File: config.mk
export PLATFORM = sky130hd
export DESIGN_NAME = uart_tx_arbiter
export DESIGN_NICKNAME = d
export VERILOG_FILES = /design/src/rtl/uart_tx_arbiter.sv
export SDC_FILE = /design/constraint.sdc
export NUM_CORES = 1
export LEC_CHECK = 0
export ABC_CLOCK_PERIOD_IN_PS = 2050
export CAP_MARGIN = 20
export CORE_ASPECT_RATIO = 1.4
export CORE_MARGIN = 3
export CORE_UTILIZATION = 38
export CTS_BUF_LIST = sky130_fd_sc_hd__clkbuf_8
export DETAILED_ROUTE_END_ITERATION = 10
export GPL_ROUTABILITY_DRIVEN = 0
export PLACE_DENSITY = 0.78
export SLEW_MARGIN = 20
export SYNTH_ARGS = -nofsm -noshare
export SYNTH_HDL_FRONTEND = slang
export SYNTH_SLANG_ARGS = --single-unit
File: constraint.sdc
create_clock -name clk -period 2.05 [get_ports clk]
set_clock_uncertainty 0.1 [all_clocks]
set_input_delay 0.3075 -clock clk [delete_from_list [all_inputs] [get_ports clk]]
set_output_delay 0.3075 -clock clk [all_outputs]
set_load 0.005 [all_outputs]
File: src/rtl/uart_tx_arbiter.sv
// Packet-level round-robin arbiter feeding a single UART transmit byte stream.
// A grant is held for a whole packet (until tlast or MAX_BEATS beats), then an
// optional idle gap is inserted before the next arbitration round.
module uart_tx_arbiter #(
  parameter int NUM_REQ    = 4,
  parameter int DATA_WIDTH = 8,
  parameter int MAX_BEATS  = 16,
  parameter int GAP_CYCLES = 2
) (
  input  logic                          clk,
  input  logic                          reset,
  input  logic [NUM_REQ*DATA_WIDTH-1:0] req_tdata,
  input  logic [NUM_REQ-1:0]            req_tvalid,
  input  logic [NUM_REQ-1:0]            req_tlast,
  output logic [NUM_REQ-1:0]            req_tready,
  output logic [DATA_WIDTH-1:0]         tx_data,
  output logic                          tx_data_valid,
  input  logic                          tx_data_ready,
  output logic                          tx_last,
  output logic [NUM_REQ-1:0]            grant,
  output logic                          busy,
  output logic                          truncated
);

  localparam int IW = $clog2(NUM_REQ);
  localparam int BW = $clog2(MAX_BEATS + 1);
  localparam int GW = (GAP_CYCLES > 1) ? $clog2(GAP_CYCLES) : 1;

  localparam logic [BW-1:0] LAST_CNT = BW'(MAX_BEATS - 1);
  localparam logic [GW-1:0] GAP_LOAD = GW'((GAP_CYCLES > 0) ? GAP_CYCLES - 1 : 0);
  localparam logic [IW-1:0] LAST_IDX = IW'(NUM_REQ - 1);

  typedef enum logic [1:0] {
    IDLE,
    XFER,
    GAP
  } state_t;

  state_t               state_q, state_d;
  logic [NUM_REQ-1:0]   grant_q, grant_d;
  logic [IW-1:0]        gidx_q, gidx_d;
  logic [IW-1:0]        rr_ptr_q, rr_ptr_d;
  logic [BW-1:0]        beat_q, beat_d;
  logic [GW-1:0]        gap_q, gap_d;
  logic                 truncated_q, truncated_d;

  logic                 pick_found;
  logic [IW-1:0]        pick_idx;
  logic [IW-1:0]        cand;
  logic [DATA_WIDTH-1:0] sel_data;
  logic                 sel_valid;
  logic                 sel_last;
  logic                 at_max;
  logic                 beat_acc;
  logic                 beat_final;

  // Round-robin search: first valid requester at or above rr_ptr, wrapping.
  always_comb begin
    pick_found = 1'b0;
    pick_idx   = '0;
    cand       = '0;
    for (int unsigned i = 0; i < NUM_REQ; i++) begin
      cand = IW'((32'(rr_ptr_q) + i) % NUM_REQ);
      if (!pick_found && req_tvalid[cand]) begin
        pick_found = 1'b1;
        pick_idx   = cand;
      end
    end
  end

  // Mux the granted requester's lane.
  always_comb begin
    sel_data  = '0;
    sel_valid = 1'b0;
    sel_last  = 1'b0;
    for (int unsigned i = 0; i < NUM_REQ; i++) begin
      if (gidx_q == IW'(i)) begin
        sel_data  = req_tdata[i*DATA_WIDTH +: DATA_WIDTH];
        sel_valid = req_tvalid[i];
        sel_last  = req_tlast[i];
      end
    end
  end

  // Pass-through datapath, only live while a grant is held.
  always_comb begin
    tx_data       = '0;
    tx_data_valid = 1'b0;
    tx_last       = 1'b0;
    req_tready    = '0;
    at_max        = (beat_q == LAST_CNT);
    beat_acc      = 1'b0;
    beat_final    = 1'b0;
    if (state_q == XFER) begin
      tx_data       = sel_data;
      tx_data_valid = sel_valid;
      tx_last       = sel_valid & (sel_last | at_max);
      req_tready    = grant_q & {NUM_REQ{tx_data_ready}};
      beat_acc      = sel_valid & tx_data_ready;
      beat_final    = beat_acc & (sel_last | at_max);
    end
  end

  // Next-state: arbitrate in IDLE, count beats in XFER, count down in GAP.
  always_comb begin
    state_d     = state_q;
    grant_d     = grant_q;
    gidx_d      = gidx_q;
    rr_ptr_d    = rr_ptr_q;
    beat_d      = beat_q;
    gap_d       = gap_q;
    truncated_d = 1'b0;
    unique case (state_q)
      IDLE: begin
        if (pick_found) begin
          grant_d           = '0;
          grant_d[pick_idx] = 1'b1;
          gidx_d            = pick_idx;
          beat_d            = '0;
          state_d           = XFER;
        end
      end
      XFER: begin
        if (beat_acc) begin
          if (beat_final) begin
            grant_d     = '0;
            rr_ptr_d    = (gidx_q == LAST_IDX) ? '0 : gidx_q + 1'b1;
            beat_d      = '0;
            truncated_d = ~sel_last;
            if (GAP_CYCLES > 0) begin
              state_d = GAP;
              gap_d   = GAP_LOAD;
            end else begin
              state_d = IDLE;
            end
          end else begin
            beat_d = beat_q + 1'b1;
          end
        end
      end
      GAP: begin
        if (gap_q == '0) begin
          state_d = IDLE;
        end else begin
          gap_d = gap_q - 1'b1;
        end
      end
      default: state_d = IDLE;
    endcase
  end

  // State registers with asynchronous reset.
  always_ff @(posedge clk or posedge reset) begin
    if (reset) begin
      state_q     <= IDLE;
      grant_q     <= '0;
      gidx_q      <= '0;
      rr_ptr_q    <= '0;
      beat_q      <= '0;
      gap_q       <= '0;
      truncated_q <= 1'b0;
    end else begin
      state_q     <= state_d;
      grant_q     <= grant_d;
      gidx_q      <= gidx_d;
      rr_ptr_q    <= rr_ptr_d;
      beat_q      <= beat_d;
      gap_q       <= gap_d;
      truncated_q <= truncated_d;
    end
  end

  assign grant     = grant_q;
  assign busy      = (state_q != IDLE);
  assign truncated = truncated_q;

endmodule

==> impl_metrics.csv <==
group,metric,value,unit
clock_network,htree_num_levels,1,
floorplanning,dieArea,4300,sq um
power,power_density,1460,nW/um^2
finish,fin_area,2950,sq um
floorplanning,initial_utilization,0.414,
clock_network,cts-root-buf,"clkbuf_8",
floorplanning,num_rows,24,
floorplanning,die_h,76.4,microns
detailed_routing,dr.pass1.iters,4,
power,seqPwrFrac,0.129,
clock_network,cts-buffers-inserted,3,
clock_network,clock-sinks,17,
power,p_sw_frac,0.424,
worst_setup_path,crit_required,1640,ps
yosys,dominantRegCellSynth,"dfrtp_1",
power,comb_power_share,0.812,
timing,rsz0062_at_grt,"yes",
worst_setup_path,arrival,2040,ps
finish,n_fill_cell,120,
power,max-vdd-ir-drop,1280,uV
yosys,synth_fa_ha_area_frac,0.0559,
power,switchingPower,1.83,mW
min_path,hold_class,"in2async",
yosys,synth_edf_count,0,
clock_network,insertion_delay,260,ps
yosys,synth_area_leaders,"dfrtp_1, nor2b_1, ha_1, a221oi_1, a21oi_1",
finish,drive_above_1_share,0.466,
worst_setup_path,start_kind,"flip-flop",
outcome,status,"complete, but fails checks",
yosys,ys_types,39,
power,pwr-share-clk,0.059,
clock_network,cts_tree,"yes",
yosys,synth-xor-area-share,0,
grt,grt_usage,0.285,
yosys,synth_top_family_by_area,"simple AND/OR/NAND/NOR gates",
clock_network,postCtsHoldBufs,0,
detailed_routing,wl_per_cell,24.0,microns
clock_network,clk_pin_slew,70,ps
placement,hpwl,3430,microns
placement,portBuffers,62,
grt,grt_pass1_vias,1907,
timing,setup_viol,27,
floorplanning,core-area,3240,sq um
finish,multi_input_area,1190,sq um
timing,max-slew-margin-rel,0.541,
grt,antenna_found_initial,0,
detailed_routing,drc,0,
yosys,synthTopCellsByCount,"dfrtp_1, nor2b_1, a21oi_1, nor2_1, nor3_1",
worst_setup_path,criticalPathCategory,"reg2out",
yosys,yosysTopAreaCell,"dfrtp_1",
outcome,violations,"setup timing",
timing,drv_slew,0,
placement,postPlaceCellArea,2210,sq um
yosys,synth.cell_area,1340,sq um
finish,fin_util,0.910,
power,p_leak,1.35,nW
detailed_routing,final_antenna_net_count,0,
clock_network,cts_buffer_depth,2,
detailed_routing,routed_wirelength,7580,microns
worst_setup_path,worst-path-max-fanout,7,
yosys,ys_seq_area_frac,0.317,
yosys,synth_compound_area_frac,0.238,
yosys,synth-simple-area-share,0.317,
yosys,yosys.cell_count.top_type,"dfrtp_1",
yosys,avgSynthCellArea,8.19,sq um
run,maxCapViolCount,0,
finish,n_antenna_cell,0,
power,p_int,2.48,mW
grt,grt_pass1_wl,9570,microns
yosys,syn_nets,213,
yosys,synth_seq_cells,17,
timing,holdWs,361,ps
timing,setup_ws,-401,ps
worst_setup_path,worst_setup_path_end_kind,"primary output",
yosys,yosys_warnings,0,
floorplanning,die_x,56.3,microns
floorplanning,ioPinCount,63,
grt,grt_start_max_net_pins,20,
grt,grt_overflow_total,0,
yosys,synthCells,164,
timing,period_needed,2450,ps
finish,syn_to_final_growth,120,%
yosys,synth_top_area_frac,0.317,
finish,final_nets,327,
timing,fmax,0.408,GHz
timing,fin_crit_sh,1.20,
detailed_routing,via_count,1942,
yosys,synth_async_sr_flop_share,1.00,
timing,hold_viol,0,
yosys,synthMuxAreaShare,0.00838,
finish,regArea,427,sq um
detailed_routing,detail_route.iter0.violations,161,
timing,worst-slew-pin-transition,688,ps
detailed_routing,via_per_inst,6.15,
logic make-up after synthesis:
family	count (synthesis)
AND/OR/NAND/NOR	75
AO/OA/AOI/OAI	45
buffers and inverters	20
flip-flops	17
adder cells (fa/ha/maj)	6
multiplexers	1
critical path: stages, from the launching register on:
cell and delay [ps]:
dfrtp_1 400, buf_6 130, buf_6 110, ha_4 190, a211oi_2 260, a211oi_2 130
or2_4 280, and2_4 160, buf_6 110
timing repair:
item,CTS,global route
resized for setup,109,38
pin swaps,21,20
buffers inserted,20,6
endpoints found under the setup margin,28,29
cloned,2,0
area by class of cell:
| cell class | count | area share |
|---|---|---|
| tap | 39 | 0.0165 |
| timing repair buffer | 120 | 0.408 |
| multi-input combinational | 127 | 0.404 |
| inverter | 9 | 0.0123 |
| clock inverter | 1 | 0.00127 |
| clock buffer | 3 | 0.0140 |
| sequential | 17 | 0.145 |
stage by stage:
step / TNS [ps] / setup slack, ps / cells / total power, mW
floorplan: -16.0 / -16.0 / 164 / 1.54
global placement: -4580 / -358 / 286 / 2.53
detailed placement: -6060 / -450 / 286 / 2.59
CTS: -4420 / -306 / 312 / 3.65
global route: -8030 / -437 / 316 / 4.47
finish: -6850 / -401 / 316 / 4.31
metal layers:
layer  GRT usage  vias up  part of all wire
met4       0.162        0             0.055
li1            -      821                 -
met5           0        -                 0
met2       0.539      148              0.51
met1       0.270      936              0.36
met3      0.0661       37             0.077
registers in the layout, indices dropped and copies added, names as in the netlist:
signal	flops
truncated	1
rr_ptr_q	2
grant	4
beat_q	5
gap_q	1
gidx_q	2
state_q	2
cell usage in the layout, fill, tap and decap left out, types with 2 or more instances in the layout:
master           Yosys  final
clkdlybuf4s50_1      0     50
buf_8                0      2
buf_6                1     26
o21ai_0              9      5
buf_12               0      2
nor3_2               0      5
a21o_1               2      2
nand2b_1             5      4
or4_4                0      2
nor3_1              10      4
dfrtp_1             17     16
a211oi_2             2      2
buf_4                0     28
o22ai_2              0      2
ha_1                 6      2
nand3_1              6      3
bufbuf_16            0      2
o21ai_2              0      3
and2_4               0      2
nor2b_1             16      9
a21oi_1             11     11
nand3_2              1      3
dlymetal6s2s_1       0      2
nor2b_2              0      3
a221oi_2             1      5
nor2b_4              0      4
nor2_4               0      2
buf_2                2      7
clkbuf_8             0      3
nand2_1              8      8
o32ai_2              0      2
nor2_1              11     10
a221oi_4             0      4
inv_1                9      8
ha_4                 0      4
and3_1               6      6
worst paths after layout:
path	start	to	slack (ps)	cells after the start
worst max-delay path	gidx_q[1]	tx_last	-400	8
worst min-delay path	reset	beat_q[4]	360	2
worst max register to register	gidx_q[1]	beat_q[2]	-390	9
worst min register to register	gap_q	gap_q	380	1
max in group asynchronous	reset	gidx_q[0]	1010	2
min in group clk	gap_q	gap_q	380	1
power groups by stage:
stage	Clock [mW]	Combinational, mW	Sequential, mW
finish	0.255	3.50	0.555
global placement	0	2.00	0.528
global route	0.271	3.63	0.565
floorplan	0	1.02	0.527
detailed placement	0	2.06	0.536
CTS	0.258	2.86	0.532
No activity file was read; power rests on OpenSTA's default activity.
